## src/rtl/tnn_popcount_seq_if.sv

```systemverilog
// tnn_popcount_seq_if: chunk input, shared popcount and result handshake bundle.
interface tnn_popcount_seq_if #(parameter int ACC_W = 8);
    logic              in_valid;
    logic              in_ready;
    logic [24:0]       in_x;
    logic [24:0]       in_wp;
    logic [24:0]       in_wn;
    logic [24:0]       pc_a;
    logic [4:0]        pc_q;
    logic              out_valid;
    logic              out_ready;
    logic [ACC_W:0]    out_sum;
    logic [1:0]        out_act;
    modport master (
        output in_valid, in_x, in_wp, in_wn, pc_q, out_ready,
        input  in_ready, pc_a, out_valid, out_sum, out_act
    );
    modport slave (
        input  in_valid, in_x, in_wp, in_wn, pc_q, out_ready,
        output in_ready, pc_a, out_valid, out_sum, out_act
    );
endinterface

```

## src/rtl/tnn_popcount_seq.sv

```systemverilog
// tnn_popcount_seq: time-shares one popcount unit to evaluate a ternary neuron over NBEATS chunks.
module tnn_popcount_seq #(
    parameter int NBEATS = 4,
    parameter int ACC_W  = 8,
    parameter int THR_HI = 2,
    parameter int THR_LO = -2
) (
    input logic clk,
    input logic rst,
    tnn_popcount_seq_if.slave bus
);
    localparam int BW = NBEATS > 1 ? $clog2(NBEATS) : 1;
    localparam logic signed [ACC_W:0] HI = (ACC_W+1)'(THR_HI);
    localparam logic signed [ACC_W:0] LO = (ACC_W+1)'(THR_LO);
    typedef enum logic [1:0] {ACCEPT, POS, NEG, DONE} state_t;
    state_t                  state;
    logic [BW-1:0]           beat;
    logic [ACC_W-1:0]        acc_p, acc_n, sat_v;
    logic [24:0]             opp, opn;
    logic [ACC_W:0]          sum;
    logic signed [ACC_W:0]   diff;
    logic                    last;
    // one saturating adder serves both accumulators; POS selects acc_p, NEG acc_n
    always_comb begin
        sum   = {1'b0, state == POS ? acc_p : acc_n} + (ACC_W+1)'(bus.pc_q);
        sat_v = sum[ACC_W] ? '1 : sum[ACC_W-1:0];
        diff  = $signed({1'b0, acc_p}) - $signed({1'b0, acc_n});
        last  = beat == BW'(NBEATS - 1);
    end
    assign bus.in_ready  = !rst && state == ACCEPT;
    assign bus.out_valid = !rst && state == DONE;
    assign bus.pc_a      = rst ? '0 : state == POS ? opp : state == NEG ? opn : '0;
    assign bus.out_sum   = rst ? '0 : diff;
    assign bus.out_act   = rst ? 2'b00 : diff >= HI ? 2'b01 : diff <= LO ? 2'b11 : 2'b00;
    always_ff @(posedge clk) begin
        if (rst) begin
            state <= ACCEPT;
            beat  <= '0;
            acc_p <= '0;
            acc_n <= '0;
            opp   <= '0;
            opn   <= '0;
        end else begin
            case (state)
                ACCEPT: if (bus.in_valid) begin
                    opp   <= bus.in_x & bus.in_wp;
                    opn   <= bus.in_x & bus.in_wn;
                    state <= POS;
                end
                POS: begin
                    acc_p <= sat_v;
                    state <= NEG;
                end
                NEG: begin
                    acc_n <= sat_v;
                    beat  <= last ? '0 : beat + 1'b1;
                    state <= last ? DONE : ACCEPT;
                end
                DONE: if (bus.out_ready) begin
                    acc_p <= '0;
                    acc_n <= '0;
                    state <= ACCEPT;
                end
            endcase
        end
    end
endmodule

```

## src/flat_wrapper.sv

```systemverilog
// flat-port wrapper written by rule: the top's interface ports become plain ports
module tnn_popcount_seq_flat 
#(
    parameter int NBEATS = 4,
    parameter int ACC_W  = 8,
    parameter int THR_HI = 2,
    parameter int THR_LO = -2
)
  (clk, rst, bus_in_valid, bus_in_x, bus_in_wp, bus_in_wn, bus_pc_q, bus_out_ready, bus_in_ready, bus_pc_a, bus_out_valid, bus_out_sum, bus_out_act);
  tnn_popcount_seq_if #(.ACC_W(ACC_W)) bus_i ();
  input logic clk;
  input logic rst;
  input wire logic [$bits(bus_i.in_valid)-1:0] bus_in_valid;
  input wire logic [$bits(bus_i.in_x)-1:0] bus_in_x;
  input wire logic [$bits(bus_i.in_wp)-1:0] bus_in_wp;
  input wire logic [$bits(bus_i.in_wn)-1:0] bus_in_wn;
  input wire logic [$bits(bus_i.pc_q)-1:0] bus_pc_q;
  input wire logic [$bits(bus_i.out_ready)-1:0] bus_out_ready;
  output wire logic [$bits(bus_i.in_ready)-1:0] bus_in_ready;
  output wire logic [$bits(bus_i.pc_a)-1:0] bus_pc_a;
  output wire logic [$bits(bus_i.out_valid)-1:0] bus_out_valid;
  output wire logic [$bits(bus_i.out_sum)-1:0] bus_out_sum;
  output wire logic [$bits(bus_i.out_act)-1:0] bus_out_act;
  assign bus_i.in_valid = bus_in_valid;
  assign bus_i.in_x = bus_in_x;
  assign bus_i.in_wp = bus_in_wp;
  assign bus_i.in_wn = bus_in_wn;
  assign bus_i.pc_q = bus_pc_q;
  assign bus_i.out_ready = bus_out_ready;
  assign bus_in_ready = bus_i.in_ready;
  assign bus_pc_a = bus_i.pc_a;
  assign bus_out_valid = bus_i.out_valid;
  assign bus_out_sum = bus_i.out_sum;
  assign bus_out_act = bus_i.out_act;
  tnn_popcount_seq #(.NBEATS(NBEATS), .ACC_W(ACC_W), .THR_HI(THR_HI), .THR_LO(THR_LO)) u_core (.clk(clk), .rst(rst), .bus(bus_i));
endmodule
```

## config.mk

```make
export PLATFORM = sky130hd
export DESIGN_NAME = tnn_popcount_seq_flat
export DESIGN_NICKNAME = d
export VERILOG_FILES = /design/src/rtl/tnn_popcount_seq_if.sv /design/src/rtl/tnn_popcount_seq.sv /design/src/flat_wrapper.sv
export SDC_FILE = /design/constraint.sdc
export NUM_CORES = 1
export LEC_CHECK = 0
export ABC_AREA = 1
export CAP_MARGIN = 15
export CORE_MARGIN = 4
export CORE_UTILIZATION = 30
export DETAILED_ROUTE_END_ITERATION = 6
export GPL_TIMING_DRIVEN = 0
export PLACE_DENSITY_LB_ADDON = 0.3
export SLEW_MARGIN = 25
export SYNTH_ARGS = -nofsm -noshare
export SYNTH_HDL_FRONTEND = slang
export SYNTH_SLANG_ARGS = --single-unit
```

## constraint.sdc

```tcl
create_clock -name clk -period 6.09 [get_ports clk]
set_input_delay 1.5225 -clock clk [delete_from_list [all_inputs] [get_ports clk]]
set_output_delay 1.5225 -clock clk [all_outputs]
set_load 0.02 [all_outputs]
```

Word level (Yosys, flattened, before mapping) --
Index checks and enable logic that the tools add are counted.
Storage, ports and cells: word-level logic and storage cells 46, input port bits 84, register bits after elaboration 70
Cells by class: add/sub/neg operators 3, equality and inequality tests 6, order comparisons 2, reductions and logical operators 10, bitwise gates (word level) 2, muxes and demuxes 17
Operators with widths (count):
- 25-bit 2-to-1 mux | 3
- 25-bit AND | 2
- 8-bit case mux with 2 select lines | 2
- 8-bit 2-to-1 mux | 3
- 2-bit 2-to-1 mux | 7
- 8-bit by 5-bit adder with 9-bit output | 1
- 9-bit by 3-bit greater-or-equal comparator with 1-bit output, second input constant | 1
- 9-bit by 2-bit <= comparator with 1-bit output, second input constant | 1
- 9-bit 2-to-1 mux | 1
- 8-bit by 8-bit subtractor with 9-bit output | 1
- 2-bit case mux with 4 select lines | 1
- 2-bit AND reduction | 4
- 2-bit == test, second input constant | 3
- 2-bit != test, second input constant | 2
- 2-bit nonzero test | 2
- 2-bit by 1-bit adder with 2-bit output, second input constant | 1
- 2-bit by 1-bit == test with 1-bit output, second input constant | 1
- 1-bit logical AND | 2
- 2-bit zero test | 1
- 1-bit zero test | 1

Logic depth before layout (Yosys ltp) --
depth in word-level cells 5, mapped depth 17, depth with buffers taken out 16

Worst setup path before layout --
No wires, ideal clock.
path kind input to output, from in rst, to out bus_pc_a[0], cell stages on the path 3, setup slack 2312 ps, arrival 2256 ps, path buffers 2, cells stage by stage clkbuf_1 -> clkbuf_1 -> a21oi_1
Between the ends: cells in the longest elaborated chain, start to end 1
Ends and longest elaborated chain:
- from (decl) | RTL line flat_wrapper.sv:12 | input logic rst;
- 25-bit 2-to-1 mux | RTL line tnn_popcount_seq.sv:32 | assign bus.pc_a = rst ? '0 : state == POS ? opp : state == NEG ? opn : '0;
- to (decl) | RTL line flat_wrapper.sv:20 | output wire logic [$bits(bus_i.pc_a)-1:0] bus_pc_a;
No other way between the ends.

Final worst setup path --
from in rst, to out bus_pc_a[14]
Same word-level chain as after synthesis.

==> results.py <==
metrics = {
    "critical_path": {
        "rr_worst_depth": 13,
        "cp_max_fo": 10,
        "crit_path_end": "bus_pc_a[14]",
        "r2r_setup_slack_ns": 3.49,
        "reg2reg_from": "u_core.state[0]",
        "crit_type": "in2out",
        "timing.critical_path.slowest_cell_delay_ns": 0.58,
        "slowest_stage": "clkdlybuf4s50_1",
        "cp-startpoint": "rst",
        "cp-end-kind": "output port",
        "worstPathCellList": "clkdlybuf4s50_1 -> clkbuf_1 -> clkbuf_1 -> a21oi_1 -> clkdlybuf4s50_1",
        "required_ns": 4.57,
        "cp.arrival_ns": 3.64,
        "crit_path_start_kind": "input port",
        "reg2reg_to": "u_core.acc_p[7]",
    },
    "hold_path": {
        "hold_path_class": "reg2reg",
    },
    "sta": {
        "rsz0062_at_grt": "false",
        "max_freq_mhz": 194,
        "clock_skew_ns": 0.00369,
        "post-route-min-period_ns": 5.17,
        "fin_crit_sh_pct": 84.9,
        "final.setup.tns_ns": 0,
        "slew_viol_final": 0,
        "hold_viol": 0,
        "setup_viol_count_final": 0,
        "slew_headroom_pct": 55.2,
        "setup_ws_ns": 0.923,
        "tightest_slew_ns": 0.672,
    },
    "cts": {
        "path_clk_slew_ns": 0.05,
        "clkSinkCount": 70,
        "cts_buffers": 9,
        "postCtsSetupBuffers": 0,
        "hold_buffers": 0,
        "cts_root_buf": "clkbuf_16",
        "cts_resized": 0,
        "cts_max_level": 3,
        "clockBufferDepth": 2,
        "clock_latency_ns": 0.32,
        "cts_tree": "yes",
    },
    "layout": {
        "nets": 842,
        "syn_to_final_growth_pct": 43.7,
        "antenna_cells": 0,
        "drive_above_1_share_pct": 6.83,
    },
    "synth": {
        "synthesis.nets": 710,
        "synth_compound_area_share_pct": 15.6,
        "synthMostInstantiatedCell": "nand2_1",
        "yosys.area.top_type": "dfxtp_1",
        "synth_flop_cell": "dfxtp_1",
        "synth_common_cells": "nand2_1, a21oi_1, dfxtp_1",
        "synthCells": 610,
        "synth_edf_count": 0,
        "synth.area.top_cells": "dfxtp_1, nand2_1, a21oi_1, nand3_1, inv_1",
        "synthArstFlopShare_pct": 0,
        "synth-simple-area-share_pct": 34.9,
        "synthAdderAreaFrac_pct": 5.26,
        "avgSynthCellArea_um2": 6.48,
        "synth_top_family_by_area": "simple AND/OR/NAND/NOR gates",
        "synth_xor_area_share_pct": 0.443,
        "synth.distinct_cells": 29,
        "ys_seq_elements": 70,
        "synth_warnings": 0,
        "syn-cell-area_um2": 3950,
        "ys_seq_area_share_pct": 35.5,
        "muxShareOfSynthArea_pct": 0,
        "synth_top_cell_area_share_pct": 35.5,
    },
    "placement": {
        "io_buffer_count": 121,
        "dp_hpwl_um": 9330,
        "pre_cts_ws_ns": 0.891,
        "place_congestion": 0.832,
    },
    "power_and_ir_drop": {
        "finalPower_mw": 1.31,
        "switchingPower_mw": 0.361,
        "power_density_nw_per_um2": 231,
        "swShare_pct": 27.6,
        "pwr-share-clk_pct": 39.6,
        "p_int_mw": 0.949,
        "comb_power_share_pct": 23.1,
        "p_leak_nw": 2.26,
        "ir_drop_mv": 0.174,
        "p_seq_share_pct": 37.3,
    },
    "detailed_routing": {
        "num_vias": 4171,
        "drc_errors": 0,
        "drtPass1Iterations": 5,
        "drt_iter0_drc": 279,
        "wirelength_um": 11700,
        "wl_per_cell_um": 12.7,
        "antenna_left": 0,
        "viasPerCell": 4.54,
    },
    "run": {
        "drv_cap": 0,
    },
    "die": {
        "dieWidth_um": 123,
        "rows": 41,
        "top_level_ports": 122,
        "die-area_um2": 15100,
        "initial_core_util_pct": 30.9,
        "core_um2": 12800,
        "fp.dieH_um": 123,
    },
    "grt": {
        "antenna_found_initial": 0,
        "grt_pass1_wl_um": 18800,
        "grt_pass1_vias": 3906,
        "grt_overflow": 0,
        "grt_util_all_layers_pct": 15.7,
        "grt_start_max_net_pins": 12,
    },
    "status": {
        "status": "complete, no violations",
    },
}
cell type report:
type | count | area (um^2)
buffer | 29 | 126
clock buffer | 12 | 256
clock inverter | 4 | 45.0
fill | 1331 | 7090
inverter | 54 | 203
multi-input combinational | 457 | 2220
sequential | 70 | 1400
tap | 172 | 215
timing repair buffer | 121 | 1210
worst min-delay path by stage:
stage | from | endpoint | slack [ns] | depth (start not counted)
3_5_place_dp | u_core.opp[10] | u_core.opp[10] | 0.46 | 2
5_1_grt | u_core.opp[11] | u_core.opp[11] | 0.48 | 2
6_report | u_core.opp[10] | u_core.opp[10] | 0.46 | 2
4_1_cts | u_core.opn[9] | u_core.opn[9] | 0.46 | 2
3_3_place_gp | u_core.opn[14] | u_core.opn[14] | 0.45 | 2
2_1_floorplan | u_core.acc_n[4] | u_core.acc_n[4] | 0.45 | 2
metrics by stage:
| stage | hold slack [ns] | instance area [um^2] | util, % | instances |
|---|---|---|---|---|
| after floorplan | 0.445 | 3950 | - | 610 |
| after global placement | 0.452 | 5380 | 42.1 | 903 |
| after detailed placement | 0.456 | 5380 | 42.1 | 903 |
| after CTS | 0.464 | 5680 | 44.5 | 919 |
| after global routing | 0.477 | 5680 | 44.5 | 919 |
| final | 0.462 | 5680 | 44.5 | 919 |
per-layer routing:
metal / part of all wire, % / wire length, um / GRT usage [%]
met1: 45 / 5210 / 20.2
met2: 47 / 5470 / 26.3
met3: 7.7 / 899 / 4.52
met4: 0.73 / 85 / 3.15
met5: 0 / 0 / 0
power by group through the flow:
stage / sequential, mW / combinational, mW / clock (mW)
floorplan: 0.496 / 0.177 / 0
global placement: 0.498 / 0.303 / 0
detailed placement: 0.498 / 0.305 / 0
CTS: 0.489 / 0.306 / 0.530
global route: 0.491 / 0.339 / 0.547
finish: 0.489 / 0.302 / 0.519
layout by cell type (no fill, tap or decap), drive strengths merged:
cell type / count
a21oi: 98
buf: 12
bufinv: 1
clkbuf: 29
clkdlybuf4s50: 121
clkinv: 4
dfxtp: 70
fa: 1
ha: 15
inv: 53
nand2: 215
nand3: 68
nand4: 4
nor2: 34
nor3: 3
o211a: 1
o21a: 1
o21ai: 13
o21bai: 1
o31ai: 1
xnor2: 2
flip-flops by register name, summed over array words and instances, names as in the netlist:
signal        cells
u_core.state      2
u_core.acc_p      8
u_core.beat       2
u_core.opn       25
u_core.acc_n      8
u_core.opp       25
critical path: cells and delay by family:
| family | cells | cell delay, ns |
|---|---|---|
| buffers and inverters | 4 | 2.02 |
| AO/OA/AOI/OAI | 1 | 0.11 |
logic make-up after synthesis:
group | Yosys count
flops | 70
xor+xnor | 2
simple gates | 324
buf+inv | 83
fa+ha+maj | 16
compound gates | 115
Note: power is estimated with default switching activity, not from simulation.
